### config.mk
export PLATFORM = sky130hd
export DESIGN_NAME = seg_vec_mem_ctrl
export DESIGN_NICKNAME = d
export VERILOG_FILES = /design/src/rtl/seg_vec_mem_ctrl.sv
export SDC_FILE = /design/constraint.sdc
export NUM_CORES = 1
export LEC_CHECK = 0
export ABC_CLOCK_PERIOD_IN_PS = 11370
export CORE_ASPECT_RATIO = 0.75
export CORE_MARGIN = 2
export CORE_UTILIZATION = 55
export DETAILED_ROUTE_END_ITERATION = 8
export HOLD_SLACK_MARGIN = 0.15
export MAX_ROUTING_LAYER = met4
export PLACE_DENSITY = 0.87
export SYNTH_ARGS = -nofsm -noshare
export SYNTH_HDL_FRONTEND = slang
export SYNTH_SLANG_ARGS = --single-unit
### constraint.sdc
create_clock -name clk -period 11.37 [get_ports clk]
set_input_delay 2.274 -clock clk [delete_from_list [all_inputs] [get_ports clk]]
set_output_delay 2.274 -clock clk [all_outputs]
set_load 0.01 [all_outputs]
### src/rtl/seg_vec_mem_ctrl.sv
`timescale 1ns/1ps
`default_nettype none
// ============================================================================
// Module   : seg_vec_mem_ctrl
// Purpose  : Vector front end for the segmented data memory map (sine ROM,
//            input pixels, output pixels, start switch). A request covers
//            LANES consecutive addresses. The lanes are issued one per cycle
//            to the single-port, synchronous-read region memories. The read
//            data is gathered into one response, which is returned under a
//            valid/ready handshake.
// Ports    : clk, rst_n (synchronous, active low)
//            req_*   : vector request (valid/ready, we, base addr, wdata)
//            resp_*  : vector response (valid/ready, rdata, err)
//            start_io: asynchronous start switch
//            sin_*, in_*, out_* : region memory interfaces
// Revision : 1.0 - initial release
// ============================================================================
module seg_vec_mem_ctrl #(
  parameter int WIDTH      = 24,
  parameter int PIXEL      = 8,
  parameter int LANES      = 4,
  parameter int SIN_DEPTH  = 302,
  parameter int IN_DEPTH   = 90000,
  parameter int OUT_DEPTH  = 90000,
  parameter int START_ADDR = 180302
) (
  input  logic                   clk,
  input  logic                   rst_n,
  input  logic                   req_valid,
  output logic                   req_ready,
  input  logic                   req_we,
  input  logic [WIDTH-1:0]       req_addr,
  input  logic [LANES*PIXEL-1:0] req_wdata,
  output logic                   resp_valid,
  input  logic                   resp_ready,
  output logic [LANES*WIDTH-1:0] resp_rdata,
  output logic                   resp_err,
  input  logic                   start_io,
  output logic [WIDTH-1:0]       sin_addr,
  input  logic [WIDTH-1:0]       sin_rdata,
  output logic [WIDTH-1:0]       in_addr,
  input  logic [PIXEL-1:0]       in_rdata,
  output logic [WIDTH-1:0]       out_addr,
  output logic                   out_we,
  output logic [PIXEL-1:0]       out_wdata,
  input  logic [PIXEL-1:0]       out_rdata
);

  localparam int c_lw = (LANES > 1) ? $clog2(LANES) : 1;
  localparam logic [c_lw-1:0]  c_last_lane = c_lw'(LANES - 1);
  localparam logic [WIDTH-1:0] c_one       = WIDTH'(1);
  localparam logic [WIDTH-1:0] c_in_base   = WIDTH'(SIN_DEPTH);
  localparam logic [WIDTH-1:0] c_out_base  = WIDTH'(SIN_DEPTH + IN_DEPTH);
  localparam logic [WIDTH-1:0] c_out_end   = WIDTH'(SIN_DEPTH + IN_DEPTH + OUT_DEPTH);
  localparam logic [WIDTH-1:0] c_start     = WIDTH'(START_ADDR);

  localparam logic [2:0] c_reg_none  = 3'd0;
  localparam logic [2:0] c_reg_sin   = 3'd1;
  localparam logic [2:0] c_reg_in    = 3'd2;
  localparam logic [2:0] c_reg_out   = 3'd3;
  localparam logic [2:0] c_reg_start = 3'd4;

  typedef enum logic [1:0] {
    S_IDLE  = 2'd0,
    S_RUN   = 2'd1,
    S_DRAIN = 2'd2,
    S_RESP  = 2'd3
  } state_t;

  state_t                 r_state;
  logic [c_lw-1:0]        r_lane;        // lane currently driven on the memory ports
  logic                   r_we;
  logic [WIDTH-1:0]       r_cur_addr;    // full address of the lane currently issued
  logic [LANES*PIXEL-1:0] r_wdata;
  logic [2:0]             r_iss_region;  // region of the lane currently issued
  logic                   r_sync1;
  logic                   r_sync2;
  // Capture stage: describes the lane whose read data arrives this cycle
  logic                   r_cap_valid;
  logic [c_lw-1:0]        r_cap_lane;
  logic [2:0]             r_cap_region;
  logic                   r_cap_start;

  logic                   w_issue;
  logic [c_lw-1:0]        w_next_lane;
  logic [WIDTH-1:0]       w_iss_addr;
  logic                   w_iss_we;
  logic [PIXEL-1:0]       w_iss_wdata;
  logic [2:0]             w_iss_region;
  logic [WIDTH-1:0]       w_iss_local;
  logic                   w_iss_err;
  logic [WIDTH-1:0]       w_cap_data;

  // Lane 0 is issued straight from the request port at the accept edge.
  // Later lanes are issued from the latched copy, so each lane's address is
  // already on the memory port for the whole of its RUN cycle.
  assign w_issue     = (r_state == S_IDLE && req_valid && req_ready) ||
                       (r_state == S_RUN  && r_lane != c_last_lane);
  assign w_next_lane = r_lane + c_lw'(1);
  assign w_iss_addr  = (r_state == S_IDLE) ? req_addr : (r_cur_addr + c_one);
  assign w_iss_we    = (r_state == S_IDLE) ? req_we : r_we;
  assign w_iss_wdata = (r_state == S_IDLE) ? req_wdata[PIXEL-1:0]
                                           : r_wdata[w_next_lane*PIXEL +: PIXEL];

  always_comb begin
    w_iss_region = c_reg_none;
    w_iss_local  = '0;
    if (w_iss_addr == c_start) begin
      w_iss_region = c_reg_start;
    end else if (w_iss_addr < c_in_base) begin
      w_iss_region = c_reg_sin;
      w_iss_local  = w_iss_addr;
    end else if (w_iss_addr < c_out_base) begin
      w_iss_region = c_reg_in;
      w_iss_local  = w_iss_addr - c_in_base;
    end else if (w_iss_addr < c_out_end) begin
      w_iss_region = c_reg_out;
      w_iss_local  = w_iss_addr - c_out_base;
    end
  end

  // Only the output region is writable, and every access must be mapped
  assign w_iss_err = (w_iss_region == c_reg_none) ||
                     (w_iss_we && w_iss_region != c_reg_out);

  always_comb begin
    w_cap_data = '0;
    if (!r_we) begin
      case (r_cap_region)
        c_reg_sin:   w_cap_data = sin_rdata;
        c_reg_in:    w_cap_data = {{(WIDTH-PIXEL){1'b0}}, in_rdata};
        c_reg_out:   w_cap_data = {{(WIDTH-PIXEL){1'b0}}, out_rdata};
        c_reg_start: w_cap_data = {{(WIDTH-1){1'b0}}, r_cap_start};
        default:     w_cap_data = '0;
      endcase
    end
  end

  always_ff @(posedge clk) begin
    if (!rst_n) begin
      r_state      <= S_IDLE;
      r_lane       <= '0;
      r_we         <= 1'b0;
      r_cur_addr   <= '0;
      r_wdata      <= '0;
      r_iss_region <= c_reg_none;
      r_sync1      <= 1'b0;
      r_sync2      <= 1'b0;
      r_cap_valid  <= 1'b0;
      r_cap_lane   <= '0;
      r_cap_region <= c_reg_none;
      r_cap_start  <= 1'b0;
      req_ready    <= 1'b0;
      resp_valid   <= 1'b0;
      resp_rdata   <= '0;
      resp_err     <= 1'b0;
      sin_addr     <= '0;
      in_addr      <= '0;
      out_addr     <= '0;
      out_we       <= 1'b0;
      out_wdata    <= '0;
    end else begin
      r_sync1     <= start_io;
      r_sync2     <= r_sync1;
      out_we      <= 1'b0;
      r_cap_valid <= 1'b0;

      if (r_cap_valid) begin
        resp_rdata[r_cap_lane*WIDTH +: WIDTH] <= w_cap_data;
      end

      if (w_issue) begin
        r_cur_addr   <= w_iss_addr;
        r_iss_region <= w_iss_region;
        // The error accumulator restarts with lane 0 of a new request
        resp_err     <= w_iss_err | (resp_err & (r_state == S_RUN));
        case (w_iss_region)
          c_reg_sin: sin_addr <= w_iss_local;
          c_reg_in:  in_addr  <= w_iss_local;
          c_reg_out: begin
            out_addr <= w_iss_local;
            if (w_iss_we) begin
              out_we    <= 1'b1;
              out_wdata <= w_iss_wdata;
            end
          end
          default: ;
        endcase
      end

      case (r_state)
        S_IDLE: begin
          req_ready <= 1'b1;
          if (req_valid && req_ready) begin
            req_ready  <= 1'b0;
            r_we       <= req_we;
            r_wdata    <= req_wdata;
            r_lane     <= '0;
            resp_rdata <= '0;
            r_state    <= S_RUN;
          end
        end
        S_RUN: begin
          r_cap_valid  <= 1'b1;
          r_cap_lane   <= r_lane;
          r_cap_region <= r_iss_region;
          r_cap_start  <= r_sync2;
          if (r_lane == c_last_lane) begin
            r_state <= S_DRAIN;
          end else begin
            r_lane <= w_next_lane;
          end
        end
        S_DRAIN: begin
          resp_valid <= 1'b1;
          r_state    <= S_RESP;
        end
        S_RESP: begin
          if (resp_ready) begin
            resp_valid <= 1'b0;
            req_ready  <= 1'b1;
            r_state    <= S_IDLE;
          end
        end
        default: r_state <= S_IDLE;
      endcase
    end
  end

endmodule
`default_nettype wire

==> flow_metrics.tcl <==
set metrics [dict create \
    post-route-period-util_pct 49.9 \
    cp.required_ps 11740 \
    hold_path_class "register to register" \
    ys_async_sr_fraction_pct 0 \
    max_stage_delay_ps 810 \
    drv_cap 0 \
    hpwl_um 31600 \
    worstHoldStart "r_wdata[29]$_SDFFE_PN0P_" \
    ctsHtreeMaxLevel 1 \
    finalSetupViolations 0 \
    grt_max_degree 97 \
    start_kind "primary input" \
    ctsResizeCount 0 \
    crit_start "req_addr[5]" \
    syn-instance-count 1493 \
    place.port_buffers 281 \
    syn_avg_cell_area_um2 8.16 \
    initialDrtViolationCount 1616 \
    antenna_found_initial 2 \
    busiest_layer "met1" \
    hold_ws_ps 455 \
    cts_root_buf "clkbuf_16" \
    tns_ps 0 \
    die_height_um 133 \
    p_leak_uw 0.00550 \
    grt_overflow 0 \
    path_clk_slew_ps 60 \
    std_cell_rows 47 \
    hold_buffers 0 \
    rsz0062_at_grt "no" \
    final_cells 2023 \
    r2r-start "r_state[1]$_SDFFE_PN0P_" \
    status "completed" \
    synth_seq_cells 253 \
    io_pins 282 \
    drive_gt1_share_pct 7.06 \
    finalCriticalPeriod_ps 5670 \
    fin_worst_skew_ps 15.4 \
    die_x_um 176 \
    grt_use_total_pct 37.0 \
    post_drt_wl_per_cell_um 21.5 \
    fin_util_pct 72.7 \
    hold_viol 0 \
    syn2layout_area_growth_pct 30.5 \
    path_class "primary input to register" \
    synth.distinct_cells 90 \
    dieArea_um2 23400 \
    ys_warn_count 0 \
    placedCellCount 1977 \
    grt_first_pass_wirelength_um 66700 \
    crit_fanout 15 \
    grt_use_met1_pct 53.4 \
    first_global_vias 11600 \
    cts.sinks 253 \
    cp_common_cell "a211oi_1" \
    max_slew_margin_pct 14.3 \
    fmax_mhz 176 \
    gp_congestion 1.02 \
    end_kind "register" \
    synth_edf_count 0 \
    ir_worst_vdd_mv 0.209 \
    cts_tree "done" \
    cpLargestDelayFamily "compound AO/OA/AOI/OAI gates" \
    num_vias 12700 \
    coreArea_um2 21900 \
    numCtsBuffers 25 \
    p_per_area_nw_per_um2 179 \
    syn_area_um2 12200 \
    clkLatencyLatePin_ps 530 \
    first_pass_iters 6 \
    cpMaxStageDelayCell "a21oi_1" \
    worstMarginPinSlew_ps 1270 \
    gr-usage-met2_pct 52.8 \
    cts.path.max_buffers 3 \
    post_cts_buffers 0 \
    slew_violations 0 \
    post_drt_via_cell_ratio 6.30 \
    worstPathArrival_ps 6040 \
    synth-seq-area-share_pct 41.6 \
    gr-usage-met3_pct 7.18 \
    start_util_pct 55.7 \
    postRouteAntennaNets 0 \
    synthesis.nets 1607 \
    path_cells "clkdlybuf4s50_1 > nor2_1 > a21oi_1 > a31o_2 > and2_1 > o31ai_4 > a211oi_1 > buf_4 > nand3_1 > a211oi_1 > nor3_1" \
    route.detailed.drc 0 \
    critPathBufInv 2 \
    synth_ff_type "dfxtp_1" \
    final_net_count 1824 \
    route.final.wire_length_um 43400 \
]
[power breakdown]
group	leakage, µW	internal [µW]	total (µW)	switching, µW
logic	0.00304	320	947	627
clock network	0.000417	510	872	362
registers	0.00204	946	1020	78.0
total	0.00550	1780	2840	1070
[layer usage]
metal  up-vias  part of all wire, %
met4         0                  3.2
met5         -                    0
li1       5787                    -
met3       109                   11
met2       755                   43
met1      6084                   43
[worst paths after layout]
check                                    to  slack, ps  depth (start not counted)
setup / recovery  out_wdata[4]$_SDFFE_PN0P_       5700                         11
hold / removal     r_wdata[29]$_SDFFE_PN0P_        450                          2
setup reg to reg  out_wdata[4]$_SDFFE_PN0P_       6190                         15
hold reg to reg    r_wdata[29]$_SDFFE_PN0P_        450                          2
[per-stage QoR]
| stage | total power, µW | cell area [µm²] | setup slack (ps) |
|---|---|---|---|
| floorplan | 1670 | 12200 | 6860 |
| global placement | 1940 | 15000 | 5410 |
| detailed placement | 1950 | 15000 | 5270 |
| CTS | 2810 | 15900 | 5810 |
| global route | 2950 | 15900 | 5440 |
| finish | 2840 | 15900 | 5700 |
[worst register-to-register path, stage by stage, from the launching register on]
cell and delay, ps:
dfxtp_1 350, inv_1 110, ha_2 170, buf_4 610, inv_1 100, buf_4 250, o31a_1 170, a21oi_1 840
a31o_2 320, and2_1 330, o31ai_4 120, a211oi_1 640, buf_4 270, nand3_1 340, a211oi_1 360, nor3_1 70
[final cells by class]
type | count | area [µm²]
multi-input combinational | 1115 | 6610
fill | 1689 | 5980
sequential | 253 | 5060
timing repair buffer | 298 | 2940
clock buffer | 31 | 668
tap | 294 | 368
clock inverter | 13 | 179
inverter | 17 | 63.8
antenna | 2 | 5.00
[cell families after synthesis]
family          Yosys count  synth area share [%]
buf+inv                 125                  4.32
fa+ha+maj                12                  1.23
compound gates          422                  23.2
simple gates            625                  24.2
mux                      42                  4.43
flops                   253                  41.6
xor+xnor                 14                  1.01
[flip-flops by register name, summed over array words and instances, names as in the netlist, 2 cells and up]
signal	cells
in_addr	24
out_addr	24
out_wdata	8
r_cap_lane	2
r_cap_region	3
r_cur_addr	24
r_iss_region	3
r_lane	2
r_state	2
r_wdata	32
resp_rdata	96
sin_addr	24
[layout by cell type (no fill, tap or decap), types with 21 or more instances in the layout]
master and instances:
nand3_1 44, clkdlybuf4s50_1 281, a211oi_1 21, nand2_1 178, nor2_1 220, a21oi_1 164
and3_1 42, o21ai_0 42, a22oi_1 68, clkbuf_16 25, nor3_1 36, dfxtp_1 253
[cells in the mapped netlist (9+ instances only)]
master	n	share of area [%]
buf_2	15	0.62
clkbuf_1	74	2.3
a31oi_1	11	0.57
and2_1	17	0.87
inv_1	17	0.52
a211oi_1	21	1.3
nand2b_1	12	0.62
nand2_1	179	5.5
a21oi_1	164	6.7
o32ai_1	9	0.65
and3_1	42	2.2
nor4_1	13	0.67
a2bb2oi_1	10	0.72
nand3_1	44	1.8
mux2i_1	19	1.6
mux2_2	15	1.4
nor3_1	37	1.5
dfxtp_1	253	42
o21a_1	12	0.74
o21ai_0	42	1.7
a22oi_1	68	4.2
nor2_1	221	6.8
ha_1	12	1.2
buf_1	11	0.34
nor2b_1	12	0.62
Note: power is estimated with default switching activity, not from simulation.
